--- src/rtl/game_pkg.sv ---
// Shared types and key codes for the sprite game logic.
// Imported by the mover and its per-axis clamp.
package game_pkg;

  typedef enum logic [1:0] {
    GROUNDED,
    RISING,
    FALLING
  } state_t;

  localparam logic [7:0] KEY_W = 8'h1A;
  localparam logic [7:0] KEY_A = 8'h04;
  localparam logic [7:0] KEY_S = 8'h16;
  localparam logic [7:0] KEY_D = 8'h07;

endpackage

--- src/rtl/axis_clamp.sv ---
// One axis of motion: sign-extended position + velocity,
// bound compare and clamp against the playfield edges.
module axis_clamp #(
  parameter int W    = 10,
  parameter int LO   = 0,
  parameter int HI   = 639,
  parameter int SIZE = 16
) (
  input  logic [W-1:0]        pos,
  input  logic signed [W-1:0] vel,
  input  logic                lo_en,
  input  logic                hi_en,
  output logic [W-1:0]        nxt,
  output logic                hit_lo,
  output logic                hit_hi
);

  localparam int EW = W + 2;
  localparam logic signed [EW-1:0] LO_LIM = EW'(LO + SIZE);
  localparam logic signed [EW-1:0] HI_LIM = EW'(HI - SIZE);

  logic signed [EW-1:0] sum;

  // Two guard bits keep the sum from wrapping past either edge
  assign sum = $signed({2'b00, pos}) + $signed({{2{vel[W-1]}}, vel});

  assign hit_hi = hi_en && (sum >= HI_LIM);
  assign hit_lo = lo_en && (sum <= LO_LIM);

  assign nxt = hit_hi ? HI_LIM[W-1:0] :
               hit_lo ? LO_LIM[W-1:0] :
               sum[W-1:0];

endmodule

--- src/rtl/sprite_mover.sv ---
// Frame-rate sprite physics: walk, jump, gravity, floor,
// ceiling and wall handling. One update per frame_clk edge.
module sprite_mover
  import game_pkg::*;
#(
  parameter int COORD_W   = 10,
  parameter int X_MIN     = 0,
  parameter int X_MAX     = 639,
  parameter int Y_MIN     = 0,
  parameter int Y_MAX     = 479,
  parameter int X_CENTER  = 320,
  parameter int Y_CENTER  = 240,
  parameter int SIZE      = 16,
  parameter int WALK_V    = 2,
  parameter int JUMP_V    = 10,
  parameter int VMAX      = 8,
  parameter int GRAVITY   = 1,
  parameter int GRAV_DIV  = 2,
  parameter int WALL_MODE = 0
) (
  input  logic                      frame_clk,
  input  logic                      Reset_n,
  input  logic [7:0]                keycode,
  output logic [COORD_W-1:0]        X,
  output logic [COORD_W-1:0]        Y,
  output logic [COORD_W-1:0]        S,
  output logic signed [COORD_W-1:0] Vx,
  output logic signed [COORD_W-1:0] Vy,
  output logic                      grounded,
  output logic                      wall_hit
);

  localparam int GW = $clog2(GRAV_DIV + 1);
  localparam logic [GW-1:0] G_LAST = GW'(GRAV_DIV - 1);

  localparam logic signed [COORD_W-1:0] WALK = COORD_W'(WALK_V);
  localparam logic signed [COORD_W-1:0] JUMP = COORD_W'(JUMP_V);
  localparam logic signed [COORD_W-1:0] VLIM = COORD_W'(VMAX);
  localparam logic signed [COORD_W-1:0] GRAV = COORD_W'(GRAVITY);

  state_t                      state, st_n, st_f;
  logic [7:0]                  key_prev;
  logic [GW-1:0]               gc, gc_n, gc_f;
  logic                        jump, tick;
  logic signed [COORD_W-1:0]   vx_key, vy_g, vy_n, vy_f;
  logic [COORD_W-1:0]          x_nxt, y_nxt;
  logic                        x_lo, x_hi, y_lo, y_hi;

  assign S    = COORD_W'(SIZE);
  assign jump = (keycode == KEY_W) && (key_prev != KEY_W);
  assign tick = (gc == G_LAST);
  assign vy_g = Vy + GRAV;

  always_comb begin
    vx_key = '0;
    unique case (1'b1)
      keycode == KEY_A: vx_key = -WALK;
      keycode == KEY_D: vx_key = WALK;
      default:          vx_key = '0;
    endcase
  end

  always_comb begin
    st_n = state;
    vy_n = Vy;
    gc_n = '0;
    unique case (state)
      GROUNDED: begin
        vy_n = '0;
        if (jump) begin
          st_n = RISING;
          vy_n = -JUMP;
        end
      end
      RISING: begin
        gc_n = tick ? '0 : gc + 1'b1;
        if (keycode == KEY_S) begin
          st_n = FALLING;
          vy_n = '0;
        end else begin
          vy_n = tick ? vy_g : Vy;
          if (!vy_n[COORD_W-1]) st_n = FALLING;
        end
      end
      FALLING: begin
        gc_n = tick ? '0 : gc + 1'b1;
        if (tick) vy_n = (vy_g > VLIM) ? VLIM : vy_g;
      end
      default: st_n = FALLING;
    endcase
  end

  axis_clamp #(
    .W(COORD_W), .LO(X_MIN), .HI(X_MAX), .SIZE(SIZE)
  ) u_x (
    .pos(X), .vel(vx_key),
    .lo_en(vx_key < 0), .hi_en(vx_key > 0),
    .nxt(x_nxt), .hit_lo(x_lo), .hit_hi(x_hi)
  );

  axis_clamp #(
    .W(COORD_W), .LO(Y_MIN), .HI(Y_MAX), .SIZE(SIZE)
  ) u_y (
    .pos(Y), .vel(vy_n),
    .lo_en(st_n == RISING), .hi_en(st_n == FALLING),
    .nxt(y_nxt), .hit_lo(y_lo), .hit_hi(y_hi)
  );

  // Floor and ceiling contact override the gravity result
  always_comb begin
    st_f = st_n;
    vy_f = vy_n;
    gc_f = gc_n;
    if (y_hi) begin
      st_f = GROUNDED;
      vy_f = '0;
      gc_f = '0;
    end else if (y_lo) begin
      st_f = FALLING;
      vy_f = '0;
    end
  end

  always_ff @(posedge frame_clk) begin
    if (!Reset_n) begin
      X        <= COORD_W'(X_CENTER);
      Y        <= COORD_W'(Y_CENTER);
      Vx       <= '0;
      Vy       <= '0;
      state    <= FALLING;
      grounded <= 1'b0;
      gc       <= '0;
      wall_hit <= 1'b0;
      key_prev <= '0;
    end else begin
      X        <= x_nxt;
      Y        <= y_nxt;
      Vy       <= vy_f;
      state    <= st_f;
      grounded <= (st_f == GROUNDED);
      gc       <= gc_f;
      key_prev <= keycode;
      wall_hit <= x_lo | x_hi;
      if (x_lo | x_hi)
        Vx <= (WALL_MODE != 0) ? -vx_key : '0;
      else
        Vx <= vx_key;
    end
  end

endmodule

--- config.mk ---
export PLATFORM = sky130hd
export DESIGN_NAME = sprite_mover
export DESIGN_NICKNAME = d
export VERILOG_FILES = /design/src/rtl/game_pkg.sv /design/src/rtl/axis_clamp.sv /design/src/rtl/sprite_mover.sv
export SDC_FILE = /design/constraint.sdc
export NUM_CORES = 1
export LEC_CHECK = 0
export CORE_UTILIZATION = 35
export CTS_BUF_LIST = sky130_fd_sc_hd__clkbuf_2 sky130_fd_sc_hd__clkbuf_4 sky130_fd_sc_hd__clkbuf_8
export DETAILED_ROUTE_END_ITERATION = 8
export PLACE_DENSITY_LB_ADDON = 0.3
export SLEW_MARGIN = 5
export SYNTH_ARGS = -nofsm -noshare
export SYNTH_HDL_FRONTEND = slang
export SYNTH_SLANG_ARGS = --single-unit
--- constraint.sdc ---
create_clock -name frame_clk -period 4.83 [get_ports frame_clk]
set_clock_uncertainty 0.2 [all_clocks]
set_input_delay 0.966 -clock frame_clk [delete_from_list [all_inputs] [get_ports frame_clk]]
set_output_delay 0.966 -clock frame_clk [all_outputs]
set_load 0.01 [all_outputs]
==> results.md <==
- The leakage power figure is 2.330 nW.
- The clock input transition at the sequential cells of the worst setup and hold paths is around 90 ps.
- The Yosys warning count is 0.
- The start of the worst register-to-register path is Vy[4].
- The overall die width is 100.4 um.
- The mapped netlist covers 3386 um^2.
- The die covers a little over 10,000 um^2.
- After detailed routing, the average wire length per cell comes to around 15 um.
- For hold timing, the worst endpoint is gc[0].
- The initial utilization of the core area, before any placement, comes to between 30% and 40%.
- Before antenna repair, the detailed router went through 4 iterations.
- Global routing consumed, over all layers together, between 10% and 20% of the routing resources.
- The cell sitting at the root of the clock tree is a sky130_fd_sc_hd__clkbuf_8.
- Walking the worst path, the cells encountered are buf_6 -> or3_4 -> buf_6 -> a2111oi_4 -> buf_4 -> nor2_4 -> buf_6 -> nand4_1 -> o21ai_2 -> nor2_1 -> ha_2 -> buf_4 -> nand2b_1 -> a21oi_1 -> o31ai_2 -> a211oi_2 -> nor4_1 -> a2111o_1 -> o211ai_2 -> buf_6 -> nor3_4.
- For this run, global-route usage on met2 was measured as between 30% and 40%.
- The maximum clock frequency is just under 200 MHz.
- The synthesized netlist contains ~70 unique library cells.
- The routing layer with the top usage in global route is met2.
- The headroom to the max-slew limit is about two fifths.
- Entering global routing, the biggest net connects 28 pins.
- For this run the aggregate overflow at the end of global routing stands at 0.
- From synthesis to final layout, the design area changed by 59.76%.
- The HPWL after detailed placement is ~7700 um.
- The wire length of the first global-routing pass is about 16,000 um.
- The kind of path behind the tightest hold check is flop to flop.
- The number of nets at the end of the flow is around 610.
- TritonCTS built the clock tree.
- Of the synthesized area, sequential elements account for a little over a quarter.
- The clock latency on the worst-skew pair is 310 ps.
- The floorplan step defined a core boundary enclosing a little over 9000 um^2.
- The final setup violation count is 21.
- TritonCTS created 5 clock buffers.
- The power density over cell area is around 470 nW/um^2.
- The number of hold violations in the final report is 0.
- The arrival time reported for the critical path endpoint is around 5100 ps.
- Yosys attributes the largest share of cell area to sky130_fd_sc_hd__dfxtp_1, sky130_fd_sc_hd__ha_1, sky130_fd_sc_hd__buf_4, sky130_fd_sc_hd__nor2_1, sky130_fd_sc_hd__a21oi_1.
- The cell family contributing the most delay on the critical path is compound AO/OA/AOI/OAI gates.
- The maximum fanout count along the critical path is 6.
- The initial antenna violation count is 0.
- The detailed router placed ~3.6k vias in this run.
- The count of filler cells inserted in the layout is roughly 840.
- The pin slew with the least headroom to its limit is 887.0 ps.
- 62 I/O pins were placed.
- For this run, the share of the core covered by cells in the final layout is 58.26%.
- STA classifies the critical path startpoint as an input pin.
- The leading register cell type out of synthesis is sky130_fd_sc_hd__dfxtp_1.
- The mean post-synth cell area is approximately 8.4 um^2.
- The slowest cell on the critical path is sky130_fd_sc_hd__nor4_1.
- The category of the critical setup timing path is input pin to flop.
- The ratio of final minimum period to clock period is 104.6%.
- For this run, asynchronously set or reset flops after synthesis account for 0%.
- For this design, the sink count on the clock tree is 46.
- The peak supply drop is ~0.00042 V.
- The instance count along the most critical hold path is 1.
- The number of synthesized flops with an enable pin is 0.
- The number of stages on the worst setup path is 21.
- The count of max-cap constraint violations is 0.
- 0 antenna diodes ended up in the layout.
- The row count is 35.
- The startpoint identified for the worst hold timing path is gc[0].
- Once detail routing completed, the nets flagged for antenna violations numbered 0.
- In this run the tool buffered the top-level ports with 50 buffer cells.
- The cell type with the highest occurrence count on the critical path is sky130_fd_sc_hd__buf_6.
- No sink is reached through more buffers than the 2 on the longest clock path.
- The weighted congestion at the end of routability-driven global placement is between 0.9 and 1.
- The number of global-route vias before repair came to about 3.5k.
- CTS built an H-tree with a depth of 2.
- After the first detailed-routing iteration, the DRC count stood at about 170.
- The die boundary height is about 100 um.
- The final max-slew violation count came to 0.
- The worst slack at placement is -941.7 ps.
- The proportion of netlist area held by the largest area contributor is 27.20%.
- Of all cell types, the one taking the most synthesized area is sky130_fd_sc_hd__dfxtp_1.
- The run finished, with violations left.
- The reg-to-reg critical path endpoint is Vy[7].
- The final layout contains routed wiring with a total length of 10,300 um.
- The final reports fail on negative setup slack.
- STA puts the critical path data required time at 4860 ps.
- The slack of the worst reg-to-reg path is -140 ps.
- In this design, the stage delay of the slowest critical-path cell is approximately 440 ps.
- The shortest clock period the worst path allows after layout is ~5100 ps.
- The non-filler instance count after layout is approximately 700.
- Global routing consumed, on the met3 layer, between 2 and 2.5% of the routing resources.
- The critical path contains buffers and inverters numbering 6 combined.
- In the final layout, the share of cells above drive strength 1 is 37.94%.
- The placed instance count is between 600 and 700.
- The setup slack after layout is -220.2 ps.
- After technology mapping, the gate count stands at about 410.
- In the routed design, unresolved DRC markers number 0.
- Setup repair after global routing could not meet its margin everywhere.
- In this run, synthesis produced a sequential element count of between 40 and 50.
- For this run, global-route usage on met1 was measured as between 20% and 30%.
- Counting cells, the worst reg-to-reg path comes to 19.
- The kind of end point of the critical path is a flop.
- The mean number of vias per cell is about 5.2.
## cells by family (layout without fill, tap and decap cells)
family	Yosys count	in the layout	share of synthesized area, %
XOR/XNOR	18	18	4.656
other	2	11	0.2218
multiplexers	2	2	0.5913
adder cells (fa/ha/maj)	30	30	11.53
AND/OR/NAND/NOR	144	144	23.39
buffers and inverters	45	203	7.243
AO/OA/AOI/OAI	118	118	25.17
flip-flops	46	46	27.20
## sequential cells by signal, indices dropped and copies added, names as in the netlist
name,cells
key_prev,8
X,10
state,2
wall_hit,1
gc,2
Vx,2
grounded,1
Y,10
Vy,10
## layout by cell type (no fill, tap or decap), types with 4 or more instances in the layout
master	netlist	routed
sky130_fd_sc_hd__buf_4	20	118
sky130_fd_sc_hd__dfxtp_1	46	45
sky130_fd_sc_hd__clkdlybuf4s50_1	0	42
sky130_fd_sc_hd__nor2_1	36	28
sky130_fd_sc_hd__nand2_1	27	24
sky130_fd_sc_hd__ha_1	28	23
sky130_fd_sc_hd__a21oi_1	25	20
sky130_fd_sc_hd__o21ai_0	19	16
sky130_fd_sc_hd__inv_1	17	15
sky130_fd_sc_hd__conb_1	2	11
sky130_fd_sc_hd__buf_6	0	11
sky130_fd_sc_hd__and2_1	10	10
sky130_fd_sc_hd__a21o_1	9	9
sky130_fd_sc_hd__nand4_1	9	9
sky130_fd_sc_hd__xnor2_1	10	8
sky130_fd_sc_hd__o21a_1	8	7
sky130_fd_sc_hd__xor2_1	8	6
sky130_fd_sc_hd__nor3_1	11	6
sky130_fd_sc_hd__nand2b_1	5	5
sky130_fd_sc_hd__or2_2	7	5
sky130_fd_sc_hd__nand3_1	5	5
sky130_fd_sc_hd__nor2b_1	5	5
sky130_fd_sc_hd__nor2_2	0	5
sky130_fd_sc_hd__clkbuf_8	0	5
sky130_fd_sc_hd__nand3b_1	4	4
sky130_fd_sc_hd__nor2_4	1	4
sky130_fd_sc_hd__o22ai_1	6	4
sky130_fd_sc_hd__nor4_1	4	4
sky130_fd_sc_hd__a21oi_2	0	4
## final cells by class
class / count / area, um^2 / share of cell area [%]
Inverter: 17 / 63.81 / 1.180
Sequential cell: 46 / 922.1 / 17.05
Clock buffer: 5 / 68.82 / 1.272
Multi-Input combinational cell: 323 / 2668 / 49.32
Tap cell: 129 / 161.4 / 2.984
Timing Repair Buffer: 178 / 1481 / 27.39
Clock inverter: 3 / 43.79 / 0.8096
## power by group
part / internal [mW] / total (mW) / switching [mW]
clock network: 0.156 / 0.304 / 0.148
logic: 0.880 / 1.71 / 0.834
registers: 0.450 / 0.504 / 0.0537
total: 1.49 / 2.52 / 1.04
## layer usage
metal / part of all wire [%] / up-vias
li1: - / 1797
met1: 43 / 1716
met2: 51 / 104
met3: 3.0 / 20
met4: 2.1 / 0
met5: 0 / -
## worst max-delay path by stage
stage | slack (ps) | end | startpoint
final | -220 | Vy[7] | keycode[7]
after global routing | -320 | Vy[7] | Vy[2]
after floorplan | 10 | Y[4] | keycode[5]
after global placement | -770 | Y[3] | keycode[5]
after detailed placement | -940 | Vy[7] | keycode[5]
after CTS | -90 | Y[3] | keycode[7]
## what timing repair did
item,in CTS,in global routing
buffers inserted,9,12
pin swaps,22,29
hold buffers,0,0
resized for setup,45,62
gates cloned,0,0
setup endpoints to repair,28,28
## cell usage after synthesis (3+ instances only)
cell                         n
sky130_fd_sc_hd__dfxtp_1    46
sky130_fd_sc_hd__nor2_1     36
sky130_fd_sc_hd__ha_1       28
sky130_fd_sc_hd__nand2_1    27
sky130_fd_sc_hd__a21oi_1    25
sky130_fd_sc_hd__buf_4      20
sky130_fd_sc_hd__o21ai_0    19
sky130_fd_sc_hd__inv_1      17
sky130_fd_sc_hd__nor3_1     11
sky130_fd_sc_hd__and2_1     10
sky130_fd_sc_hd__xnor2_1    10
sky130_fd_sc_hd__a21o_1      9
sky130_fd_sc_hd__nand4_1     9
sky130_fd_sc_hd__o21a_1      8
sky130_fd_sc_hd__xor2_1      8
sky130_fd_sc_hd__clkbuf_1    7
sky130_fd_sc_hd__or2_2       7
sky130_fd_sc_hd__and3_1      6
sky130_fd_sc_hd__o22ai_1     6
sky130_fd_sc_hd__nand2b_1    5
sky130_fd_sc_hd__nand3_1     5
sky130_fd_sc_hd__nor2b_1     5
sky130_fd_sc_hd__a211oi_1    4
sky130_fd_sc_hd__nand3b_1    4
sky130_fd_sc_hd__nor4_1      4
sky130_fd_sc_hd__a2111oi_0   3
sky130_fd_sc_hd__a311oi_1    3
sky130_fd_sc_hd__a31oi_1     3
sky130_fd_sc_hd__o21ai_1     3
sky130_fd_sc_hd__o21bai_1    3
sky130_fd_sc_hd__o311a_1     3
sky130_fd_sc_hd__o41ai_1     3
## through the flow
step,TNS [ps],total power [mW],cell area (um^2),hold slack (ps)
finish,-2073,2.521,5409,246.9
global route,-5166,2.676,5409,269.5
CTS,-1148,2.296,5020,242.6
detailed placement,-24910,1.843,4720,227.0
global placement,-19940,1.825,4720,216.7
floorplan,0,1.278,3437,205.0
Power figures use the tool's default switching activity.
==> RTL edit (same settings) <==
`WALL_MODE`: 0 -> 1.
--- a/src/rtl/sprite_mover.sv
+++ b/src/rtl/sprite_mover.sv
@@ -17,5 +17,5 @@
   parameter int GRAVITY   = 1,
   parameter int GRAV_DIV  = 2,
-  parameter int WALL_MODE = 0
+  parameter int WALL_MODE = 1
 ) (
   input  logic                      frame_clk,
Function: same outputs for any inputs over 10 cycles, from zero or initial values and one cycle with Reset_n low; that may be too few to reach the edited logic, so the function may still have changed.
==> RTL edit against the original RTL <==
Final cell count grew 1.6%; cell area shrank 0.86%; largest power group unchanged; total power shrank 34%; largest cell class unchanged; sequential cell count is the same; wire length grew 5.3%; synthesized area grew 3.4%; non-clock buffer count shrank 21; worst setup slack gained 380 ps.
==> RTL edit: results (changes against the original RTL) <==
stage,metric,value,unit,change
power_and_ir_drop,powerSeq,0.000483,W,-4.2%
synthesis,synth-seq-area-share,26.3,%,-0.90 points
synthesis,async_flop_share,0,%,unchanged
cells_and_area,n_antenna_cell,0,,unchanged
place,hpwlAfterDp,8020,um,+4.8%
place,gp_congestion,0.885,,-2.1%
clock_tree,root_buffer,clkbuf_8,,
grt,grt_start_max_net_pins,20,,-29%
clock_tree,cts_setup_buffers,5,,-4
grt,grtUsageMet1,27.2,%,+2.6 points
power_and_ir_drop,p_leak,2.35,nW,+0.66%
worst_hold_path,hold_path_class,reg2reg,,
route,dr_wl_met2,5470,um,+3.4%
clock_tree,cts_buffers,5,,unchanged
synthesis,synth_commonest_cells,"46 x dfxtp_1, 43 x nor2_1, 32 x a21oi_1",,
grt,grt_pass1_vias,3585,,+3.0%
timing,relSlewSlack,53.9,%,+13 points
clock_tree,htreeDepth,2,,unchanged
place,io_buffers,50,,unchanged
route,wl_met3,375,um,+21%
synthesis,synth_cell_types,73,,+7.4%
cells_and_area,drive_gt1_share,34.9,%,-3.0 points
power_and_ir_drop,seq_power_share,29.0,%,+9.0 points
grt,antenna_found_initial,0,,unchanged
grt,grt_pass1_wl,17300,um,+7.0%
clock_tree,clk_pin_slew,100,ps,
route,met1Wirelength,4800,um,+7.2%
worst_setup_path,critPathArrivalTime,4670,ps,-410 ps
route,via_per_inst,5.28,,+1.8%
power_and_ir_drop,pwr-share-comb,53.0,%,-15 points
place,pre_cts_slack,-844,ps,+98.1 ps
synthesis,ys.warnings.count,0,,unchanged
cells_and_area,nets,618,,+1.1%
outcome,status,completed,,
worst_setup_path,crit_fanout,4,,-2
route,first_pass_iters,5,,+1
clock_tree,ctsResizeCount,49,,+8.9%
route,dr.max_layer_used,met4,,
route,wirelength,10800,um,+5.3%
grt,grt_usage,21.1,%,+1.3 points
power_and_ir_drop,vdd_ir_drop_max,0.169,mV,-60%
grt,met2_usage,37.1,%,+0.77 points
route,drt_iter0_drc,202,,+20%
cells_and_area,largestRegisters,"Vy x10, X x10, Y x10",,
clock_tree,clk_latency,310,ps,about the same
clock_tree,cts_max_path_buffers,2,,unchanged
grt,use_met3,2.87,%,+0.85 points
power_and_ir_drop,swShare,38.3,%,-2.8 points
synthesis,synth_area_leaders,"dfxtp_1 26%, ha_1 10%, nor2_1 4.6%",,
## RTL edit: path summary, 6_finish.rpt
path	from	end	slack [ps]	cells after the start
max	Vy[1]$_SDFF_PP0_	Y[7]$_SDFF_PP1_	160	17
min reg2reg	gc[0]$_SDFF_PP0_	gc[0]$_SDFF_PP0_	230	1
min	gc[0]$_SDFF_PP0_	gc[0]$_SDFF_PP0_	230	1
max reg2reg	Vy[1]$_SDFF_PP0_	Y[7]$_SDFF_PP1_	160	17
## RTL edit: final cells by class
| type | instances | area (um2) |
|---|---|---|
| Clock buffer | 5 | 68.8 |
| Clock inverter | 3 | 43.8 |
| Fill cell | 897 | 4370 |
| Inverter | 31 | 116 |
| Multi-Input combinational cell | 337 | 2770 |
| Sequential cell | 46 | 933 |
| Tap cell | 133 | 166 |
| Timing Repair Buffer | 157 | 1270 |
## RTL edit: stage by stage
stage                     utilization, %  cells  hold slack [ps]  setup TNS, ps  instance area, um2
after floorplan                        -    441              206              0                3550
after global placement              48.8    692              215         -17630                4750
after detailed placement            48.8    692              224         -19360                4750
after CTS                           52.1    706              237              0                5070
after global routing                55.1    712              257           -257                5360
final                               55.1    712              231              0                5360
## RTL edit: kinds of logic after synthesis
kind of cell    Yosys count  synth area share (%)
compound gates          142                  29.5
simple gates            142                  21.4
buf+inv                  59                  8.65
flops                    46                  26.3
fa+ha+maj                30                  11.1
xor+xnor                 10                  2.50
other cells               2                 0.214
mux                       1                 0.286
## RTL edit: critical path, cell delays in order, from the launching register on
cell	delay, ps
dfxtp_4	380
buf_4	150
nand3_2	140
or4_4	560
nand2_2	110
nor3b_2	50
o41ai_2	390
ha_2	280
inv_2	40
fa_2	360
nor2b_4	190
o31a_1	270
a21oi_4	70
a311oi_4	360
o211ai_1	150
a221o_1	440
buf_6	150
or2_2	280
